### config.mk
export PLATFORM = sky130hd
export DESIGN_NAME = fifo_rd_packer
export DESIGN_NICKNAME = d
export VERILOG_FILES = /design/src/rtl/fifo_rd_packer.sv
export SDC_FILE = /design/constraint.sdc
export NUM_CORES = 1
export LEC_CHECK = 0
export BUFFER_PORTS_ARGS = -buffer_cell sky130_fd_sc_hd__buf_2
export CAP_MARGIN = 5
export CORE_ASPECT_RATIO = 1.2
export CORE_MARGIN = 3
export CORE_UTILIZATION = 55
export DETAILED_ROUTE_END_ITERATION = 8
export HOLD_SLACK_MARGIN = 0.06
export PLACE_DENSITY = 0.78
export REMOVE_ABC_BUFFERS = 1
export SLEW_MARGIN = 20
export SYNTH_ARGS = -nofsm -noshare
export SYNTH_HDL_FRONTEND = slang
export SYNTH_SLANG_ARGS = --single-unit
export TNS_END_PERCENT = 10
### constraint.sdc
create_clock -name rclk -period 2.7 [get_ports rclk]
set_clock_uncertainty 0.15 [all_clocks]
set_input_delay 0.135 -clock rclk [delete_from_list [all_inputs] [get_ports rclk]]
set_output_delay 0.135 -clock rclk [all_outputs]
set_load 0.01 [all_outputs]
### src/rtl/fifo_rd_packer.sv
// Read-domain consumer for the dual-clock FIFO. Pops DSIZE-bit words and packs PACK of
// them into one valid/ready beat. A flush emits the partial beat with per-lane keep.
module fifo_rd_packer #(
  parameter int unsigned DSIZE = 8,
  parameter int unsigned PACK  = 4
) (
  input  logic                  rclk,
  input  logic                  rrst,
  input  logic [DSIZE-1:0]      rdata,
  input  logic                  rempty,
  output logic                  rinc,
  input  logic                  flush,
  output logic [DSIZE*PACK-1:0] out_data,
  output logic [PACK-1:0]       out_keep,
  output logic                  out_valid,
  input  logic                  out_ready,
  output logic                  busy
);

  localparam int unsigned CW = $clog2(PACK + 1);
  localparam int unsigned BW = DSIZE * PACK;

  logic [PACK-1:0][DSIZE-1:0] fill;
  logic [CW-1:0]              cnt;
  logic [CW-1:0]              wr_lane;
  logic [CW-1:0]              cnt_next;
  logic                       flush_pend;
  logic                       out_free;
  logic                       xfer;
  logic                       cnt_nz;
  logic                       full;
  logic [PACK-1:0]            keep_next;
  logic [BW-1:0]              data_next;

  // Handshake, pop and transfer decisions
  always_comb begin
    cnt_nz   = (cnt != '0);
    full     = (cnt == CW'(PACK));
    out_free = ~out_valid | out_ready;
    xfer     = out_free & (full | (flush_pend & cnt_nz));
    rinc     = ~rrst & ~rempty & ~flush_pend & ((cnt < CW'(PACK)) | xfer);
    wr_lane  = xfer ? '0 : cnt;
    cnt_next = wr_lane + CW'(rinc);
  end

  // Beat image: only the lanes holding words are kept, the rest read as zero
  always_comb begin
    keep_next = '0;
    data_next = '0;
    for (int unsigned i = 0; i < PACK; i++) begin
      keep_next[i]              = (CW'(i) < cnt);
      data_next[i*DSIZE +: DSIZE] = keep_next[i] ? fill[i] : '0;
    end
  end

  always_ff @(posedge rclk or posedge rrst) begin
    if (rrst) begin
      fill <= '0;
      cnt  <= '0;
    end else begin
      for (int unsigned i = 0; i < PACK; i++) begin
        if (rinc && (wr_lane == CW'(i))) fill[i] <= rdata;
      end
      cnt <= cnt_next;
    end
  end

  // A flush coinciding with a transfer only applies to a word popped in that same cycle
  always_ff @(posedge rclk or posedge rrst) begin
    if (rrst) begin
      flush_pend <= 1'b0;
    end else if (xfer) begin
      flush_pend <= flush & rinc;
    end else if (flush && (cnt_nz || rinc)) begin
      flush_pend <= 1'b1;
    end
  end

  always_ff @(posedge rclk or posedge rrst) begin
    if (rrst) begin
      out_data  <= '0;
      out_keep  <= '0;
      out_valid <= 1'b0;
    end else if (xfer) begin
      out_data  <= data_next;
      out_keep  <= keep_next;
      out_valid <= 1'b1;
    end else if (out_valid && out_ready) begin
      out_valid <= 1'b0;
    end
  end

  assign busy = cnt_nz | out_valid | flush_pend;

endmodule

* Yosys cells after proc, flatten, opt, wreduce, memory -nomap -nowiden
Index checks and enable logic that the tools add are counted.
** Operators by class
- Bitwise gates (word level) :: 15
- Divide/modulo/power cells :: 0
- Equal/unequal tests :: 4
- Shift operators :: 0
- Multiplexer cells :: 9
- Reductions and logical operators :: 11
- $mul :: 0
- Magnitude comparators :: 5
- $add $sub $neg :: 1
** Operators with widths (number)
- two-way mux 8 bit :: 4
- AND 1 bit :: 6
- equality test 3 x 2 -> 1 bit (second input constant) :: 2
- logical AND 1 bit :: 6
- less-than comparator 1 x 3 -> 1 bit (first input constant) :: 2
- less-than comparator 2 x 3 -> 1 bit (first input constant) :: 2
- bitwise OR 1 bit :: 5
- two-way mux 1 bit :: 4
- inverter 1 bit :: 4
- nonzero test 2 bit :: 2
- adder 3 x 1 -> 3 bit :: 1
- equality test 3 x 1 -> 1 bit (second input constant) :: 1
- equality test 3 bit (second input constant) :: 1
- logical NOT 3 bit :: 1
- less-than comparator 3 bit (second input constant) :: 1
- two-way mux 3 bit :: 1
- nonzero test 3 bit :: 1
- logical OR 1 bit :: 1
** Word-level totals
- Memory bits (writable) :: 0
- Register bits :: 73
- Output and inout port bits :: 39
- Memories :: 0
- Word-level logic and storage cells :: 54
- Input bits :: 13
- Memory bits (read-only) :: 0
- Bits in latches :: 0

* Logic depth before layout (Yosys ltp)
Gate-level depths: netlist (run 1).
- Word-level depth :: 10
- Depth in mapped cells :: 8
- Gate-level depth less buffers :: 7

* Least setup slack after synthesis (run 1)
No wires, ideal clock.
- Kind :: register -> register
- Start :: register out_valid
- End :: register out_data[2]
- Clock period less this slack :: 1.919 ns
- Arrival :: 1.644 ns
- Path slack :: 0.781 ns
- Cell stages (with the launch flop) :: 6
- Required time :: 2.425 ns
- Buffers on the path :: 2
- Path through :: dfrtp_1 nor2b_1 clkbuf_1 nor3_2 buf_2 mux2_2
** Between the ends
- Longest elaborated chain between the ends :: 3
** Ends and longest elaborated chain
- start: declaration :: line 15 : output logic out_valid,
- start signal: assignment :: line 83 : out_valid <= 1'b0;
- start signal: assignment :: line 87 : out_valid <= 1'b1;
- start signal: assignment :: line 89 : out_valid <= 1'b0;
- inverter 1 bit :: line 39 : out_free = ~out_valid | out_ready;
- bitwise OR 1 bit :: line 39
- AND 1 bit :: line 40 : xfer = out_free & (full | (flush_pend & cnt_nz));
- end signal: assignment :: line 85 : out_data <= data_next;
- end: declaration :: line 13 : output logic [DSIZE*PACK-1:0] out_data,
Every way passes these cells.
A chain may end at the register's enable or synchronous reset.

* Worst setup path after layout (run 1)
- Start :: register flush_pend
- End :: register fill[19] in the netlist's numbering
** Between the ends
- Longest elaborated chain between the ends :: 6
- Elaborated cells between the ends (all ways) :: 10
- Classes of those cells :: eq/ne: 1; mux: 1; bitwise: 7; reduce/logical: 1
** Ends and longest elaborated chain
- start: declaration :: line 27 : logic flush_pend;
- start signal: assignment :: line 73 : flush_pend <= flush & rinc;
- AND 1 bit :: line 40
- bitwise OR 1 bit :: line 40
- AND 1 bit :: line 40
- two-way mux 3 bit or bitwise OR 1 bit (tied branches) :: line 42, 41
- equality test 3 x 2 -> 1 bit or AND 1 bit (tied branches) :: line 62, 41
- logical AND 1 bit (*) :: line 62 : if (rinc && (wr_lane == CW'(i))) fill[i] <= rdata;
- end signal: indexed assignment :: line 62
- end: declaration :: line 23 : logic [PACK-1:0][DSIZE-1:0] fill;
Mark *: on every way between the ends. The rest lies on a longest branch, timed or not.

==> results of run 1 <==
[metal layers]
layer	share of wire [%]	global-route usage (%)
met3	5.2	5.16
met1	42	27.5
met5	0	0
met2	51	34.6
met4	1.5	8.89
[power groups by stage]
stage | clock network [uW] | registers [uW] | logic [uW]
floorplan | 0 | 1710 | 709
global placement | 0 | 1680 | 1140
detailed placement | 0 | 1700 | 1190
CTS | 901 | 1680 | 1200
global route | 951 | 1730 | 1300
finish | 886 | 1680 | 1190
[layout make-up]
cell class,count,area [sq um]
clock buffer,9,124
clock inverter,7,85.1
fill,356,1470
inverter,20,75.1
multi-input combinational,108,958
sequential,73,1830
tap,60,75.1
timing repair buffer,69,430
[registers in the layout, summed over array words and instances (netlist names)]
register	cells
cnt	3
flush_pend	1
out_data	32
fill	32
out_keep	4
out_valid	1
[worst reg2reg max path, delay by kind of cell (launching register included)]
family / cells / cell delay (ns)
flip-flops: 1 / 0.45
multiplexers: 1 / 0.37
AND/OR/NAND/NOR: 2 / 0.97
[Yosys cell counts (all sizes together)]
library cell and instances:
a211o 1, a21oi 3, nor2b 1, a2bb2oi 1, o32ai 8, nor3 5, o21bai 1, or3 2
o31ai 2, nand4b 2, ha 1, o21ba 1, xor2 1, o31a 1, and3 2, nor2 4
o21ai 4, a22o 16, nand3 1, mux2 40, inv 20, clkbuf 3, o22a 1, a211oi 1
nand2 4, or2 1, o211ai 1, buf 7, nand2b 2, dfrtp 73, xnor2 1
[cells by family (layout without fill, tap and decap cells)]
| logic type | count (synthesis) | in the layout | synth area share [%] |
|---|---|---|---|
| adder cells (fa/ha/maj) | 1 | 1 | 0.428 |
| AND/OR/NAND/NOR | 24 | 24 | 5.14 |
| flip-flops | 73 | 73 | 62.5 |
| XOR/XNOR | 2 | 2 | 0.600 |
| buffers and inverters | 30 | 105 | 4.67 |
| AO/OA/AOI/OAI | 41 | 41 | 11.2 |
| multiplexers | 40 | 40 | 15.4 |
[final timing paths]
check,end,cells past startpoint
setup reg to reg,fill[19],3
setup / recovery,fill[19],3
hold / removal,flush_pend,4
hold reg to reg,out_keep[0],1
min in group asynchronous,out_data[12],3
max in group asynchronous,out_data[11],4
[per-stage QoR]
stage          hold WS [ns]  area [sq um]
2_1_floorplan         0.129          2860
3_3_place_gp          0.103          3260
3_5_place_dp          0.106          3260
4_1_cts               0.135          3570
5_1_grt               0.183          3570
6_report              0.162          3570
[layout by cell type, fill, tap and decap left out, drive strengths merged]
| cell type | Yosys | layout |
|---|---|---|
| a22o | 16 | 16 |
| and3 | 2 | 2 |
| o21ai | 4 | 4 |
| o22a | 1 | 1 |
| ha | 1 | 1 |
| clkbuf | 3 | 9 |
| buf | 7 | 58 |
| nand4b | 2 | 2 |
| dfrtp | 73 | 73 |
| nand2b | 2 | 2 |
| nor2b | 1 | 1 |
| clkinv | 0 | 3 |
| or2 | 1 | 1 |
| dlygate4sd3 | 0 | 11 |
| a2bb2oi | 1 | 1 |
| a211o | 1 | 1 |
| or3 | 2 | 2 |
| nand3 | 1 | 1 |
| bufinv | 0 | 1 |
| xnor2 | 1 | 1 |
| a211oi | 1 | 1 |
| mux2 | 40 | 40 |
| o21bai | 1 | 1 |
| o21ba | 1 | 1 |
| a21oi | 3 | 3 |
| o211ai | 1 | 1 |
| nand2 | 4 | 4 |
| nor3 | 5 | 5 |
| inv | 20 | 23 |
| o31ai | 2 | 2 |
| nor2 | 4 | 4 |
| o32ai | 8 | 8 |
| xor2 | 1 | 1 |
| o31a | 1 | 1 |
[what timing repair did]
action | 4_1_cts | 5_1_grt
hold endpoints to repair | 60 | 0
endpoints found under the setup margin | 0 | 0
hold buffers | 11 | 0
==> summary.md, run 1 <==
| Metric | Value |
|---|---|
| Slew Viols, Final | 0 |
| CP required | roughly 2.8 ns |
| Warnings, synthesis | 0 |
| Remaining antenna violation count | 0 |
| Pwr dens | 1050 nW/um^2 |
| Worst path max stage delay | 0.59 ns |
| WL/cell | 17.3 um |
| Die Y | 85.8 um |
| Area of the core | around 5000 sq um |
| Startpoint types | register |
| Max Cap Viol | 0 |
| Worst-path fanout max | 9 |
| Final cell count without fillers | 346 |
| Internal power | around 2500 uW |
| Global-route wire length before repair | between 9000 and 10000 um |
| Hold Startpoint | rempty |
| Final core occ | a little over 70% |
| Synth cell types | 34 |
| TritonRoute pass-1 iters | 4 |
| Clk root buf | clkbuf_8 |
| Fraction of layout cells with a size suffix above 1 | 42.3% |
| RSZ-0062 raised after global routing | no |
| Switching Share | between 30% and 40% |
| Rows | 28 |
| Overall Power | roughly 3800 uW |
| Clock sink count | 73 |
| Crit-path slowest cell | nor3_1 |
| Crit path kind | reg -> reg |
| Placed Cells | around 320 |
| Slew margin rel. | ~56% |
| Worst-margin pin slew | between 0.6 and 0.7 ns |
| Period Utilization, post-route | about three quarters |
| Number of synthesized register bits | 73 |
| Nets@finish | between 200 and 300 |
| Clk pwr share | a little under a quarter |
| Worst R2R Start | flush_pend |
| # diodes | 0 |
| Leak Pwr | between 0.0015 and 0.002 uW |
| CTS tree | yes |
| Full die area | 6230 sq um |
| Post-CTS sizing | 0 |
| H-tree Lvls | 3 |
| Sequential share of the synthesized area | roughly 63% |
| Net Sw Power | 1260 uW |
| Vias in the first global route | 1993 |
| FMAX | 0.488 GHz |
| Die W | slightly above 70 um |
| GRT Total Usage | a little over a fifth |
| Min Tclk post-route | between 2 and 2.5 ns |
| Final setup viols | 0 |
| Critical path endpoint category | register |
| Worst slack, placed | a little over 0.7 ns |
| Drt total wl | around 6000 um |
| Syn_area_per_cell | between 10 and 15 sq um |
| Hold Path Class | in -> reg |
| DP Wirelength | between 4000 and 5000 um |
| Setup bufs post-CTS | 0 |
| I/O pins | 52 |
| DR vias | between 1500 and 2000 |
| Max Buffers Root-to-Sink | 2 |
| Clock latency on the worst-skew pair | around 0.35 ns |
| Area grow syn2layout | 22.4% |
| Final setup TNS | 0 ns |
| VDD IR max | 670 uV |
| Largest net degree at the start of global routing | between 40 and 50 |
| Worst EP arrival | ~2.1 ns |
| Internal reg-to-reg setup slack | ~0.65 ns |
| # port buffers | a little over 50 |
| Cell taking the most area after synthesis | dfrtp_1 |
| CTS buffer count | 9 |
| Starting density of the core | 57.9% |
| Routed vias/inst | between 5 and 6 |
| Routability congestion estimate | a little over 0.9 |
| Final Hold Vio Count | 0 |
| Antenna violations before repair | 0 |
| Buf/Inv on CP | 0 |
| Overflow after GRT | 0 |
| Post-synth top area share | a little over three fifths |
| # DRC | 0 |
| Critical path origin | flush_pend |
| Reg clk slew, reported paths | roughly 0.080 ns |
| DRT iter0 DRCs | 129 |
| Sequential power share | between 40% and 50% |
| Combinational share of power | between 30% and 40% |
| Biggest area contributors in the synthesized netlist | dfrtp_1 (63%), mux2_2 (15%), a22o_1 (4.8%), inv_1 (2.6%), o32ai_1 (2.4%) |
| PnR worst setup slack | 0.651 ns |
| Status | finished, final reports clean |
| Crit-path cells | nor3_1 > nand4b_2 > mux2_2 |
| Post-Syn Instances | between 200 and 250 |
| Top delay family on crit path | simple AND/OR/NAND/NOR gates |
| Synth Cell Area | approximately 3000 sq um |
(Power assumes the default switching activity.)
==> run 2: changes to the inputs <==
==> constraint.sdc (replaced) <==
create_clock -name rclk -period 1.9 [get_ports rclk]
set_clock_uncertainty 0.15 [all_clocks]
set_input_delay 0.095 -clock rclk [delete_from_list [all_inputs] [get_ports rclk]]
set_output_delay 0.095 -clock rclk [all_outputs]
set_load 0.01 [all_outputs]
==> run 2 against run 1 <==
Fmax increased by 12%. Final area increased by 2.4%. Combinational power rose by 58%. Via count is 0.10% higher. Flip-flop and latch count stayed put. Register-to-register slack got worse by 0.58 ns. Clock-buffer cell count up 2. Sequential share of layout area shrank 1.2 points. First-iteration DRC count grew 29%.
==> summary.md, run 2 (synthesis gave the netlist of run 1 again) <==
| Metric | Value |
|---|---|
| Status | finished, final reports clean (unchanged) |
| Area grow syn2layout | 25.3% (was 22.4%) |
| VDD IR max | 832 uV (was 670 uV) |
| Sequential power share | 42.4% (was 44.8%) |
| Most frequent cells in the layout | dfrtp_1 (73), buf_2 (51), mux2_2 (40), inv_1 (19), a22o_1 (16) (unchanged) |
| Max Buffers Root-to-Sink | 2 (unchanged) |
| Antenna violations before repair | 0 (unchanged) |
| PnR worst setup slack | 0.0746 ns (was 0.651 ns) |
| Worst R2R Start | flush_pend (unchanged) |
| Hold Startpoint | out_ready (was rempty) |
| Leak Pwr | 0.00184 uW (was 0.00180 uW) |
| Placed Cells | 326 (was 319) |
| Worst EP arrival | 1.90 ns (was 2.13 ns) |
| Largest net degree at the start of global routing | 74 (was 48) |
| Remaining antenna violation count | 0 (unchanged) |
| Pwr dens | 1520 nW/um^2 (was 1050 nW/um^2) |
| Routed vias/inst | 5.60 (was 5.69) |
| Hold Path Class | in -> reg (unchanged) |
| # DRC | 0 (unchanged) |
| I/O pins | 52 (unchanged) |
| Starting density of the core | 57.9% (unchanged) |
| # diodes | 0 (unchanged) |
| Switching Share | 32.0% (was 33.6%) |
| Period Utilization, post-route | 96.1% (was 75.9%) |
| Routability congestion estimate | 0.823 (was 0.910) |
| Slew Viols, Final | 0 (unchanged) |
| Final Hold Vio Count | 0 (unchanged) |
| FMAX | 0.548 GHz (was 0.488 GHz) |
| Fraction of layout cells with a size suffix above 1 | 44.9% (was 42.3%) |
| Clock latency on the worst-skew pair | 0.34 ns (was 0.35 ns) |
| H-tree Lvls | 3 (unchanged) |
| Clock sink count | 73 (unchanged) |
| Combinational share of power | 33.7% (was 31.6%) |
| Crit path kind | reg -> reg (unchanged) |
| Most common cell after layout, fill and taps aside | dfrtp_1 (unchanged) |
| # port buffers | 51 (unchanged) |
| CTS tree | yes (unchanged) |
| Worst slack, placed | -0.0314 ns (was 0.718 ns) |
| Setup bufs post-CTS | 0 (unchanged) |
| Nets@finish | 301 (was 295) |
| Reg2reg path depth | 3 (unchanged) |
| Clk pwr share | 23.9% (was 23.6%) |
| Clk root buf | clkbuf_8 (unchanged) |
| Internal power | 3790 uW (was 2490 uW) |
| CP required | 1.98 ns (was 2.79 ns) |
| GRT Total Usage | 22.4% (was 21.4%) |
| Critical path endpoint category | register (unchanged) |
| DRT iter0 DRCs | 167 (was 129) |
| Rows | 28 (unchanged) |
| Reg clk slew, reported paths | 0.07 ns (was 0.08 ns) |
| Worst hold path depth | 3 (was 4) |
| Die W | 72.5 um (unchanged) |
| Overflow after GRT | 0 (unchanged) |
| Final setup viols | 0 (unchanged) |
| Full die area | 6230 sq um (unchanged) |
| Worst-path fanout max | 8 (was 9) |
| Vias in the first global route | 2078 (was 1993) |
| Critical path origin | flush_pend (unchanged) |
| Area of the core | 5040 sq um (unchanged) |
| Worst-margin pin slew | 0.608 ns (was 0.653 ns) |
| TritonRoute pass-1 iters | 4 (unchanged) |
| RSZ-0062 raised after global routing | yes (was no) |
| Drt total wl | 6290 um (was 6000 um) |
| Final cell count without fillers | 352 (was 346) |
| Slew margin rel. | 59.2% (was 56.1%) |
| Final setup TNS | 0 ns (unchanged) |
| CTS buffer count | 9 (unchanged) |
| Startpoint types | register (unchanged) |
| Worst r2r dst | fill[6] (was fill[19]) |
| WL/cell | 17.9 um (was 17.3 um) |
| Worst Hold Path EP | out_keep[2] (was flush_pend) |
| Net Sw Power | 1780 uW (was 1260 uW) |
| Global-route wire length before repair | 10300 um (was 9810 um) |
| Min Tclk post-route | 1.83 ns (was 2.05 ns) |
| DP Wirelength | 4220 um (was 4040 um) |
| Largest regs | fill (32), out_data (32), out_keep (4) (unchanged) |
| Internal reg-to-reg setup slack | 0.07 ns (was 0.65 ns) |
| Die Y | 85.8 um (unchanged) |
| DR vias | 1971 (was 1969) |
| Max Cap Viol | 0 (unchanged) |
run 2: changes by cell type in the layout (fill, tap and decap cells not counted), sizes merged:
cell	change
buf	+7
dlygate4sd3	-1
inv	-3
clkbuf	+2
bufinv	+1
run 2: cell type report:
| type | instances | area, sq um |
|---|---|---|
| clock buffers | 11 | 141 |
| clock inverters | 5 | 78.8 |
| fillers | 337 | 1380 |
| inverters | 20 | 75.1 |
| multi-input cells | 108 | 978 |
| flip-flops and latches | 73 | 1830 |
| well taps | 60 | 75.1 |
| repair buffers | 75 | 485 |
run 2: through the flow:
| stage | utilization (%) | power (uW) | area [sq um] | hold WS, ns |
|---|---|---|---|---|
| final | 72.6 | 5570 | 3660 | 0.0453 |
| after global routing | 72.6 | 5890 | 3660 | 0.0952 |
| after CTS | 72.3 | 5580 | 3650 | 0.0702 |
| after detailed placement | 65.8 | 4220 | 3320 | 0.0767 |
| after global placement | 65.8 | 4140 | 3320 | 0.0753 |
| after floorplan | - | 3440 | 2860 | 0.0890 |
run 2: power groups by stage:
stage / clock (uW) / combinational, uW / sequential (uW)
2_1_floorplan: 0 / 1010 / 2440
3_3_place_gp: 0 / 1780 / 2370
3_5_place_dp: 0 / 1840 / 2380
4_1_cts: 1350 / 1860 / 2360
5_1_grt: 1420 / 2040 / 2420
6_report: 1330 / 1880 / 2360
run 2: worst max-delay path by stage:
stage / endpoint / slack (ns) / cells after the start
finish: fill[6] / 0.07 / 3
global route: fill[26] / -0.004 / 4
CTS: fill[7] / 0.05 / 3
detailed placement: out_data[10] / -0.03 / 3
global placement: fill[3] / 0.04 / 3
floorplan: out_data[0] / -0.41 / 3
run 2: per-layer routing:
metal / track usage (%) / vias to the layer above / share of wire, %
met4: 10.4 / 0 / 1.4
met3: 5.16 / 8 / 5.6
met1: 29.2 / 966 / 42
met2: 35.5 / 75 / 51
met5: 0 / - / 0
li1: - / 922 / -
run 2: critical path: stages (launching register included):
cell and delay, ns:
dfrtp_1 0.40, or3_1 0.42, a211o_2 0.44, mux2_2 0.30
run 2: repair_timing:
action,in CTS,in global routing
hold buffers,10,0
hold endpoints to repair,106,0
gates resized for setup,2,3
setup endpoints to repair,16,17
==> run 3: changes to the inputs <==
--- a/config.mk
+++ b/config.mk
@@ -13,6 +13,7 @@
 export DETAILED_ROUTE_END_ITERATION = 8
 export HOLD_SLACK_MARGIN = 0.06
 export PLACE_DENSITY = 0.78
+export RECOVER_POWER = 25
 export REMOVE_ABC_BUFFERS = 1
 export SLEW_MARGIN = 20
 export SYNTH_ARGS = -nofsm -noshare
==> run 3 against run 2 <==
Final cell count unchanged. Wire length down 0.22%. Total power hardly changed. Utilization fell by 0.27 points. Non-clock buffer count is the same. Flip-flop and latch count unchanged. Clock power about the same. Die area is the same. Critical endpoint unchanged.
==> summary.md, run 3 (synthesis gave the netlist of run 1 again) <==
| Metric | Value |
|---|---|
| Clock latency on the worst-skew pair | 0.34 ns (about the same) |
| Sequential power share | 42.4% (about the same) |
| Leak Pwr | 0.00183 uW (was 0.00184 uW) |
| Slew Viols, Final | 0 (unchanged) |
| Overall Power | 5570 uW (about the same) |
| Combinational share of power | 33.6% (was 33.7%) |
| Remaining antenna violation count | 0 (unchanged) |
| Footprint of the multi-input gates | 978 sq um (unchanged) |
| Drt total wl | 6280 um (was 6290 um) |
| Die Y | 85.8 um (unchanged) |
| # DRC | 0 (unchanged) |
| # diodes | 0 (unchanged) |
| Fill count | 340 (was 337) |
| Status | finished, final reports clean (unchanged) |
| CTS buffer count | 9 (unchanged) |
| Startpoint types | register (unchanged) |
| # port buffers | 51 (unchanged) |
| Area of the core | 5040 sq um (unchanged) |
| Pwr dens | 1530 nW/um^2 (was 1520 nW/um^2) |
| Nets@finish | 301 (unchanged) |
| Final setup viols | 0 (unchanged) |
| Most frequent cells in the layout | dfrtp_1 (73), buf_2 (50), mux2_2 (40), inv_1 (19), a22o_1 (16) (was dfrtp_1 (73), buf_2 (51), mux2_2 (40), inv_1 (19), a22o_1 (16)) |
| Crit path kind | reg -> reg (unchanged) |
| Routability congestion estimate | 0.823 (unchanged) |
| Final Hold Vio Count | 0 (unchanged) |
| CTS tree | yes (unchanged) |
| DR vias | 1954 (was 1971) |
| Reg clk slew, reported paths | 0.07 ns (about the same) |
| Critical path endpoint category | register (unchanged) |
| Area grow syn2layout | 24.8% (was 25.3%) |
| Worst-margin pin slew | 0.963 ns (was 0.608 ns) |
| GRT Total Usage | 22.4% (unchanged) |
| Antenna violations before repair | 0 (unchanged) |
| Clk pwr share | 23.9% (about the same) |
| Max Buffers Root-to-Sink | 2 (unchanged) |
| WL/cell | 17.8 um (was 17.9 um) |
| Fin area | 3650 sq um (was 3660 sq um) |
| Period Utilization, post-route | 95.9% (was 96.1%) |
| Worst-path fanout max | 8 (unchanged) |
| Vias in the first global route | 2078 (unchanged) |
| Worst EP arrival | 1.90 ns (about the same) |
| Switching Share | 32.0% (about the same) |
| FMAX | 0.549 GHz (was 0.548 GHz) |
| RSZ-0062 raised after global routing | yes (unchanged) |
| Die W | 72.5 um (unchanged) |
| DRT iter0 DRCs | 172 (was 167) |
| Starting density of the core | 57.9% (unchanged) |
| Min Tclk post-route | 1.82 ns (was 1.83 ns) |
| Rows | 28 (unchanged) |
| CP required | 1.98 ns (about the same) |
| Largest net degree at the start of global routing | 74 (unchanged) |
| Setup bufs post-CTS | 0 (unchanged) |
| H-tree Lvls | 3 (unchanged) |
| Clock sink count | 73 (unchanged) |
| Slew margin rel. | 35.8% (was 59.2%) |
| Hold Path Class | in -> reg (unchanged) |
| Full die area | 6230 sq um (unchanged) |
| Overflow after GRT | 0 (unchanged) |
| Internal power | 3790 uW (about the same) |
| Sequential Area | 1830 sq um (unchanged) |
| I/O pins | 52 (unchanged) |
| Final setup TNS | 0 ns (unchanged) |
| VDD IR max | 831 uV (was 832 uV) |
| Net Sw Power | 1780 uW (about the same) |
| Max Cap Viol | 0 (unchanged) |
| Most common cell after layout, fill and taps aside | dfrtp_1 (unchanged) |
| Final core occ | 72.3% (was 72.6%) |
| Placed Instance Area | 3320 sq um (unchanged) |
| TritonRoute pass-1 iters | 4 (unchanged) |
| Fraction of layout cells with a size suffix above 1 | 44.2% (was 44.9%) |
| DP Wirelength | 4220 um (unchanged) |
| Global-route wire length before repair | 10300 um (unchanged) |
| Largest regs | fill (32), out_data (32), out_keep (4) (unchanged) |
| Routed vias/inst | 5.55 (was 5.60) |
| Clk root buf | clkbuf_8 (unchanged) |
[run 3: changes by cell type in the layout (fill, tap and decap cells not counted)]
cell,change
clkbuf_1,+1
clkinv_1,+1
buf_12,-1
clkbuf_4,+1
buf_2,-1
inv_2,-1
[run 3: per-layer routing]
metal | up-vias | track usage, % | part of all wire, %
met4 | 0 | 10.4 | 2.1
li1 | 920 | - | -
met1 | 958 | 29.2 | 43
met3 | 13 | 5.16 | 5.5
met2 | 63 | 35.5 | 50
met5 | - | 0 | 0
[run 3: repair_timing]
item | in CTS | in global routing
resized for setup | 2 | 3
setup endpoints to repair | 16 | 17
hold buffers | 10 | 0
hold endpoints to repair | 106 | 0
[run 3: final cells by class]
| type | count | share of cell area [%] |
|---|---|---|
| Inverter | 20 | 2.06 |
| Multi-Input combinational cell | 108 | 26.8 |
| Timing Repair Buffer | 75 | 12.9 |
| Clock buffer | 11 | 3.88 |
| Tap cell | 60 | 2.06 |
| Sequential cell | 73 | 50.1 |
| Clock inverter | 5 | 2.16 |
[run 3: power by group through the flow]
stage,combinational (uW),clock [uW],sequential (uW)
CTS,1860,1350,2360
global route,2040,1420,2420
floorplan,1010,0,2440
finish,1870,1330,2360
detailed placement,1840,0,2380
global placement,1780,0,2370
[run 3: final timing paths]
check	from	endpoint	slack, ns	cells after the start
max in group asynchronous	rrst	out_data[19]	0.51	4
hold reg to reg	out_keep[0]	out_keep[0]	0.31	1
setup reg to reg	flush_pend	fill[6]	0.08	3
min in group asynchronous	rrst	cnt[2]	0.49	4
hold / removal	out_ready	out_keep[2]	0.04	3
setup / recovery	flush_pend	fill[6]	0.08	3
[run 3: worst max-delay path, stage by stage (launching register included)]
cell and delay, ns:
dfrtp_1 0.40, or3_1 0.42, a211o_2 0.44, mux2_2 0.30
[run 3: stage by stage]
stage	hold WS (ns)	setup WS [ns]	cells
final	0.0360	0.0784	352
after global routing	0.0952	-0.00377	352
after CTS	0.0702	0.0525	352
after detailed placement	0.0767	-0.0314	326
after global placement	0.0753	0.0449	326
after floorplan	0.0890	-0.411	201
